[src/rtl/instr_fetch_seq.sv]
// rtl/instr_fetch_seq.sv - program sequencer / instruction fetcher (one instruction in flight).
// Optional `FETCH_COUNT_EN adds a saturating 16-bit decoder-handshake counter output.
module instr_fetch_seq #(
  parameter int                ADDR_W     = 8,
  parameter int                DATA_W     = 8,
  parameter logic [ADDR_W-1:0] RESET_ADDR = '0
) (
  input  logic              clk,
  input  logic              rst,
  input  logic              run,
  output logic              mem_req,
  output logic [ADDR_W-1:0] mem_addr,
  input  logic              mem_ack,
  input  logic [DATA_W-1:0] mem_rdata,
  output logic [DATA_W-1:0] instr,
  output logic              instr_valid,
  input  logic              instr_ready,
  input  logic              jump_en,
  input  logic [ADDR_W-1:0] jump_addr,
  input  logic              halt,
  output logic [ADDR_W-1:0] pc_out,
  output logic              pc_wen,
`ifdef FETCH_COUNT_EN
  output logic              halted,
  output logic [15:0]       fetch_count
`else
  output logic              halted
`endif
);

  typedef enum logic [1:0] {
    S_IDLE    = 2'd0,
    S_REQ     = 2'd1,
    S_DELIVER = 2'd2,
    S_HALT    = 2'd3
  } state_t;

  state_t            r_state;
  state_t            w_next_state;
  logic [ADDR_W-1:0] r_pc;
  logic [DATA_W-1:0] r_instr;
  logic [ADDR_W-1:0] r_pc_out;
  logic              r_pc_wen;
  logic              w_ack_take;
  logic              w_handshake;

  // Acks outside REQ and ready without a pending instruction are simply not qualified.
  assign w_ack_take  = (r_state == S_REQ) && mem_ack;
  assign w_handshake = (r_state == S_DELIVER) && instr_ready;

  always_ff @(posedge clk or posedge rst) begin
    if (rst) begin
      r_state <= S_IDLE;
    end else begin
      r_state <= w_next_state;
    end
  end

  always_comb begin
    w_next_state = r_state;
    case (r_state)
      S_IDLE: begin
        if (run) begin
          w_next_state = S_REQ;
        end
      end
      S_REQ: begin
        if (mem_ack) begin
          w_next_state = S_DELIVER;
        end
      end
      S_DELIVER: begin
        if (instr_ready) begin
          if (halt) begin
            w_next_state = S_HALT;
          end else if (run) begin
            w_next_state = S_REQ;
          end else begin
            w_next_state = S_IDLE;
          end
        end
      end
      S_HALT: begin
        w_next_state = S_HALT;
      end
      default: begin
        w_next_state = S_IDLE;
      end
    endcase
  end

  // State-decoded outputs so an asynchronous reset drops mem_req at once.
  always_comb begin
    mem_req     = 1'b0;
    instr_valid = 1'b0;
    halted      = 1'b0;
    case (r_state)
      S_REQ:     mem_req     = 1'b1;
      S_DELIVER: instr_valid = 1'b1;
      S_HALT:    halted      = 1'b1;
      default: begin
        mem_req     = 1'b0;
        instr_valid = 1'b0;
        halted      = 1'b0;
      end
    endcase
  end

  always_ff @(posedge clk or posedge rst) begin
    if (rst) begin
      r_pc     <= RESET_ADDR;
      r_instr  <= '0;
      r_pc_out <= '0;
      r_pc_wen <= 1'b0;
    end else begin
      r_pc_wen <= 1'b0;
      if (w_ack_take) begin
        r_instr  <= mem_rdata;
        r_pc_out <= r_pc;
        r_pc_wen <= 1'b1;
      end
      // Halt wins over jump and leaves the PC on the instruction that halted.
      if (w_handshake && !halt) begin
        if (jump_en) begin
          r_pc <= jump_addr;
        end else begin
          r_pc <= r_pc + ADDR_W'(1);
        end
      end
    end
  end

`ifdef FETCH_COUNT_EN
  logic [15:0] r_fetch_count;

  always_ff @(posedge clk or posedge rst) begin
    if (rst) begin
      r_fetch_count <= '0;
    end else if (w_handshake && (r_fetch_count != 16'hFFFF)) begin
      r_fetch_count <= r_fetch_count + 16'd1;
    end
  end

  assign fetch_count = r_fetch_count;
`endif

  assign mem_addr = r_pc;
  assign instr    = r_instr;
  assign pc_out   = r_pc_out;
  assign pc_wen   = r_pc_wen;

endmodule

[config.mk]
export PLATFORM = sky130hd
export DESIGN_NAME = instr_fetch_seq
export DESIGN_NICKNAME = d
export VERILOG_FILES = /design/src/rtl/instr_fetch_seq.sv
export SDC_FILE = /design/constraint.sdc
export NUM_CORES = 1
export LEC_CHECK = 0
export CORE_ASPECT_RATIO = 0.75
export CORE_MARGIN = 2
export CORE_UTILIZATION = 47
export DETAILED_ROUTE_END_ITERATION = 12
export GPL_ROUTABILITY_DRIVEN = 0
export PLACE_DENSITY = 0.92
export SLEW_MARGIN = 10
export SYNTH_ARGS = -nofsm -noshare
export SYNTH_HDL_FRONTEND = slang
export SYNTH_SLANG_ARGS = --single-unit
[constraint.sdc]
create_clock -name clk -period 2 [get_ports clk]
set_clock_uncertainty 0.1 [all_clocks]
set_input_delay 0.6 -clock clk [delete_from_list [all_inputs] [get_ports clk]]
set_output_delay 0.6 -clock clk [all_outputs]
set_load 0.05 [all_outputs]
**After elaboration in Yosys (flattened, before gate mapping)**

Index checks and enable logic that the tools add are counted.

- $add $sub $neg: 1
- Eq/ne operators: 6
- Multiplexer cells: 11
- Reduce and logical (&&, ||, !) cells: 6

Operators with widths:

| cell | count |
|---|---|
| $add A8 B1 Y8 const B | 1 |
| $mux W2 | 4 |
| $mux W8 | 1 |
| $pmux W2 S4 | 1 |
| $ne A2 B2 Y1 const B | 3 |
| $mux W1 | 5 |
| $eq A2 B2 Y1 const B | 2 |
| $logic_and A1 B1 Y1 | 3 |
| $reduce_and A3 Y1 | 1 |
| $eq A2 B1 Y1 const B | 1 |
| $logic_not A2 Y1 | 1 |
| $logic_not A1 Y1 | 1 |

- Bits in registers: 27
- Output and inout bits: 28
- Logic and storage cells: 29

**Logic depth before layout (Yosys ltp)**

- Depth after elaboration: 4
- Depth in mapped cells: 5
- Depth with buffers taken out: 4

**Worst setup path before layout**

Ideal clock, no wire load.

- Kind: register -> register
- Start: reg r_pc[0], in the netlist mem_addr[0]
- End: reg r_pc[4], in the netlist mem_addr[4]
- Arrival: 1.429 ns
- Required time: 1.779 ns
- Setup slack: 0.350 ns
- Cell stages (with the launch flop): 5
- Buffers on the path: 0
- Cell sequence: dfrtp_1 > ha_1 > and3_1 > o21ai_0 > a22o_1

- Cells in the longest elaborated chain, start to end: 2

Ends and longest elaborated chain:

| element | line | RTL |
|---|---|---|
| from (decl) | 40 | `logic [ADDR_W-1:0] r_pc;` |
| from (signal assigned) | 125 | `r_pc <= jump_addr;` |
| from (signal assigned) | 127 | `r_pc <= r_pc + ADDR_W'(1);` |
| $add A8 B1 Y8 | 127 |  |
| $mux W8 | 124 | `if (jump_en) begin` |

No other way between the ends.
A chain may end at the register's enable or synchronous reset.

**Worst setup path in the final report**

- Start: reg r_state[1]
- End: out halted

- Cells in the longest elaborated chain, start to end: 2

Ends and longest elaborated chain:

| element | line | RTL |
|---|---|---|
| from (decl) | 38 | `state_t r_state;` |
| from (signal assigned) | 55 | `r_state <= w_next_state;` |
| $eq A2 B2 Y1 | 97 | `case (r_state)` |
| $mux W1 | 97 |  |
| to (decl) | 27 | `output logic halted` |

No other way between the ends.

==> metrics.md <==
| Metric | Value |
|---|---|
| Outcome | finished, final reports clean |
| Met1 Wirelength | between 1000 and 1500 um |
| TNS Setup | 0 ns |
| CP max stage delay | around 0.48 ns |
| Post-CTS Hold Fix Bufs | 0 |
| Avg WL per Cell | 16.3 um |
| WL met2 | 1680 um |
| Critical Path AT | 1.17 ns |
| Worst path bufs/invs | 1 |
| Net Sw Frac | 44.3% |
| Place WS | -0.131 ns |
| P_int | between 1 and 1.5 mW |
| Cell Area, Placed | 1970 um^2 |
| Seq. cell area | 676 um^2 |
| Final setup viols | 0 |
| Grt total ovfl | 0 |
| Leakage | between 0.9 and 1 nW |
| # diodes | 0 |
| First-pass GRT wire length | about 5300 um |
| Finished Cell Area | a little over 2000 um^2 |
| Post-CTS Setup Bufs | 0 |
| Vias in the first global route | 1,110 |
| GRT Util Overall | 21.7% |
| Initial Util | 50.4% |
| Tmin final | 1.87 ns |
| R2r startpoint | mem_addr[0] |
| Post-synthesis register bit count | 27 |
| Synthesized area | approximately 1400 um^2 |
| Max Used Layer | met4 |
| Syn_area_per_cell | 12.2 um^2 |
| Share of post-route cells with drive strength above 1 | 36.0% |
| Clk network pwr share | 13.1% |
| Max-Cap Viols | 0 |
| Comb power frac | 51.3% |
| Layout area overhead | 49.1% |
| Crit path capture type | output pin |
| Die H | between 50 and 60 um |
| Die width | 65.9 um |
| Slew @ Worst Pin | 0.345 ns |
| End-of-flow core utilization | 75.2% |
| I/O pin total | 51 |
| Slowest CP cell | dfrtp_1 |
| Netlist cell types | 33 |
| Post-DRT Antenna Nets | 0 |
| PD cells | 1210 nW/um^2 |
| Post-CTS Resized | 0 |
| Total CTS buffers | 3 |
| CTS root buffer | clkbuf_8 |
| Sequential cell area fraction in the yosys report | roughly 50% |
| Achievable frequency | between 500 and 600 MHz |
| Final #Nets | approximately 190 |
| Clock Sinks | 27 |
| Reg-to-reg slack, setup | 0.42 ns |
| CP Launch Type | register |
| Power, Total | 2.43 mW |
| Final worst slack | roughly 0.13 ns |
| Hold Fails Final Rpt | 0 |
| Cell count after synthesis | 111 |
| Clk buf depth | 2 |
| Peak supply drop | 0.791 mV |
| Vias per std cell | 5.31 |
| FF-to-FF End | mem_addr[6] |
| Syn nets | 135 |
| Critical-path cell list | and2_2 -> buf_12 |
| HP Start | instr[2] |
| Ys Warns | 0 |
| Die Area | about 3300 um^2 |
| Worst reg-to-reg path cell count | 4 |
| RSZ-0062 raised after global routing | no |
| Largest delay share family, worst path | flip-flops |
| Buffers on Ports | 50 |
| Worst hold stages | 1 |
| CP max FO | 8 |
| Area occupied by multi-input gates | 606 um^2 |
| Routed met3 length | around 170 um |
| Max H-tree Level | 1 |
| Filler cells | 189 |
| Initial antenna violation count | 0 |
| Max-slew violation count | 0 |
| HPWL after DPL | 2420 um |
| Clk pin slew, worst setup/hold paths | 0.10 ns |
| DRT iter0 DRCs | 25 |
| Worst hold path class | register to register |
| Critical path required time | 1.30 ns |
| Final wirelength | 3260 um |
| Setup Crit Path Kind | register to output pin |
| Final worst path period share | slightly above 90% |
| Largest net degree at the start of global routing | 28 |
| Clk Latency, worst-skew pair | about 0.28 ns |
| First-pass DRT Iterations | 4 |
| Number of remaining DRC errors | 0 |
| Hold EP | instr[2] |
| Via count | ~1,100 |
| Net Sw Power | roughly 1.1 mW |
| Rows | 16 |
| Core area | 2680 um^2 |
| Seq pwr share | 35.6% |
| Max transition margin | 77.0% |
| CTS tree | done |
[state kept, by name, summed over array words and instances (netlist names)]
register / cells
instr: 8
mem_addr: 8
pc_out: 8
pc_wen: 1
r_state: 2
[cells in the mapped netlist]
library cell	count	area share, %
nor2b_4	1	1.0
nand2_4	1	0.83
and2_2	1	0.56
mux2_2	9	7.5
nand3b_1	1	0.56
nor2b_1	1	0.46
and3_1	2	0.92
nand4_1	2	0.92
a22o_1	2	1.3
nand3_1	3	1.1
a211o_1	1	0.65
o31ai_1	1	0.56
buf_12	1	1.5
and4_1	2	1.3
a211oi_1	1	0.56
and2_1	2	0.92
and4bb_1	1	0.92
nor2_1	6	1.7
mux2_4	9	10
mux2i_1	4	3.0
a31o_2	1	0.65
inv_1	5	1.4
buf_6	2	1.7
o22a_1	1	0.65
and2b_2	1	0.65
ha_1	1	0.92
nor3_1	1	0.37
o21ai_0	5	1.8
nand2_1	5	1.4
buf_2	2	0.74
a21oi_1	6	2.2
dfrtp_1	27	50
nand2b_1	3	1.4
[power by group through the flow]
stage / logic (mW) / clock network, mW / registers [mW]
finish: 1.25 / 0.319 / 0.867
global placement: 1.23 / 0 / 0.855
global route: 1.30 / 0.355 / 0.889
CTS: 1.26 / 0.328 / 0.867
detailed placement: 1.25 / 0 / 0.878
floorplan: 0.234 / 0 / 1.38
[metrics by stage]
| step | std cells | hold WS (ns) |
|---|---|---|
| floorplan | 111 | 0.476 |
| detailed placement | 196 | 0.398 |
| global route | 200 | 0.438 |
| CTS | 200 | 0.421 |
| finish | 200 | 0.422 |
| global placement | 196 | 0.391 |
[routing by layer]
layer / track usage (%) / vias up
met4: 6.46 / 0
met2: 38.9 / 38
met5: 0 / -
met3: 3.81 / 4
li1: - / 503
met1: 26.7 / 516
[final cells by class]
class | count | area share, %
Sequential cell | 27 | 33.5
Timing Repair Buffer | 54 | 30.9
Multi-Input combinational cell | 74 | 30.0
Tap cell | 36 | 2.23
Clock buffer | 3 | 2.05
Inverter | 5 | 0.931
Clock inverter | 1 | 0.372
[layout by cell type (no fill, tap or decap), types with 2 or more instances in the layout]
| cell | Yosys | layout |
|---|---|---|
| o21ai_0 | 5 | 5 |
| buf_4 | 0 | 19 |
| nand4_1 | 2 | 2 |
| and3_1 | 2 | 2 |
| and4_1 | 2 | 2 |
| nand2_1 | 5 | 5 |
| mux2_4 | 9 | 9 |
| dfrtp_1 | 27 | 27 |
| clkbuf_8 | 0 | 3 |
| a22o_1 | 2 | 2 |
| and2_1 | 2 | 2 |
| mux2i_1 | 4 | 4 |
| nand2b_1 | 3 | 3 |
| buf_12 | 1 | 13 |
| nor2_1 | 6 | 6 |
| inv_1 | 5 | 5 |
| a21oi_1 | 6 | 6 |
| mux2_2 | 9 | 9 |
| clkdlybuf4s50_1 | 0 | 22 |
| nand3_1 | 3 | 3 |
[kinds of logic after synthesis]
family / Yosys count / share of synthesized area (%)
AND/OR/NAND/NOR: 33 / 15.0
adder cells (fa/ha/maj): 1 / 0.925
buffers and inverters: 10 / 5.27
multiplexers: 22 / 20.4
AO/OA/AOI/OAI: 18 / 8.42
flip-flops: 27 / 50.0
[how the worst max path moves through the flow]
| stage | start | endpoint | slack (ns) | depth (start not counted) |
|---|---|---|---|---|
| after floorplan | mem_addr[0] | mem_addr[4] | 0.35 | 4 |
| after global placement | halt | mem_addr[5] | -0.07 | 5 |
| after detailed placement | halt | mem_addr[2] | -0.13 | 5 |
| after CTS | r_state[1] | halted | 0.13 | 2 |
| after global routing | r_state[0] | instr_valid | 0.09 | 2 |
| final | r_state[1] | halted | 0.13 | 2 |
No activity file was read; power rests on OpenSTA's default activity.
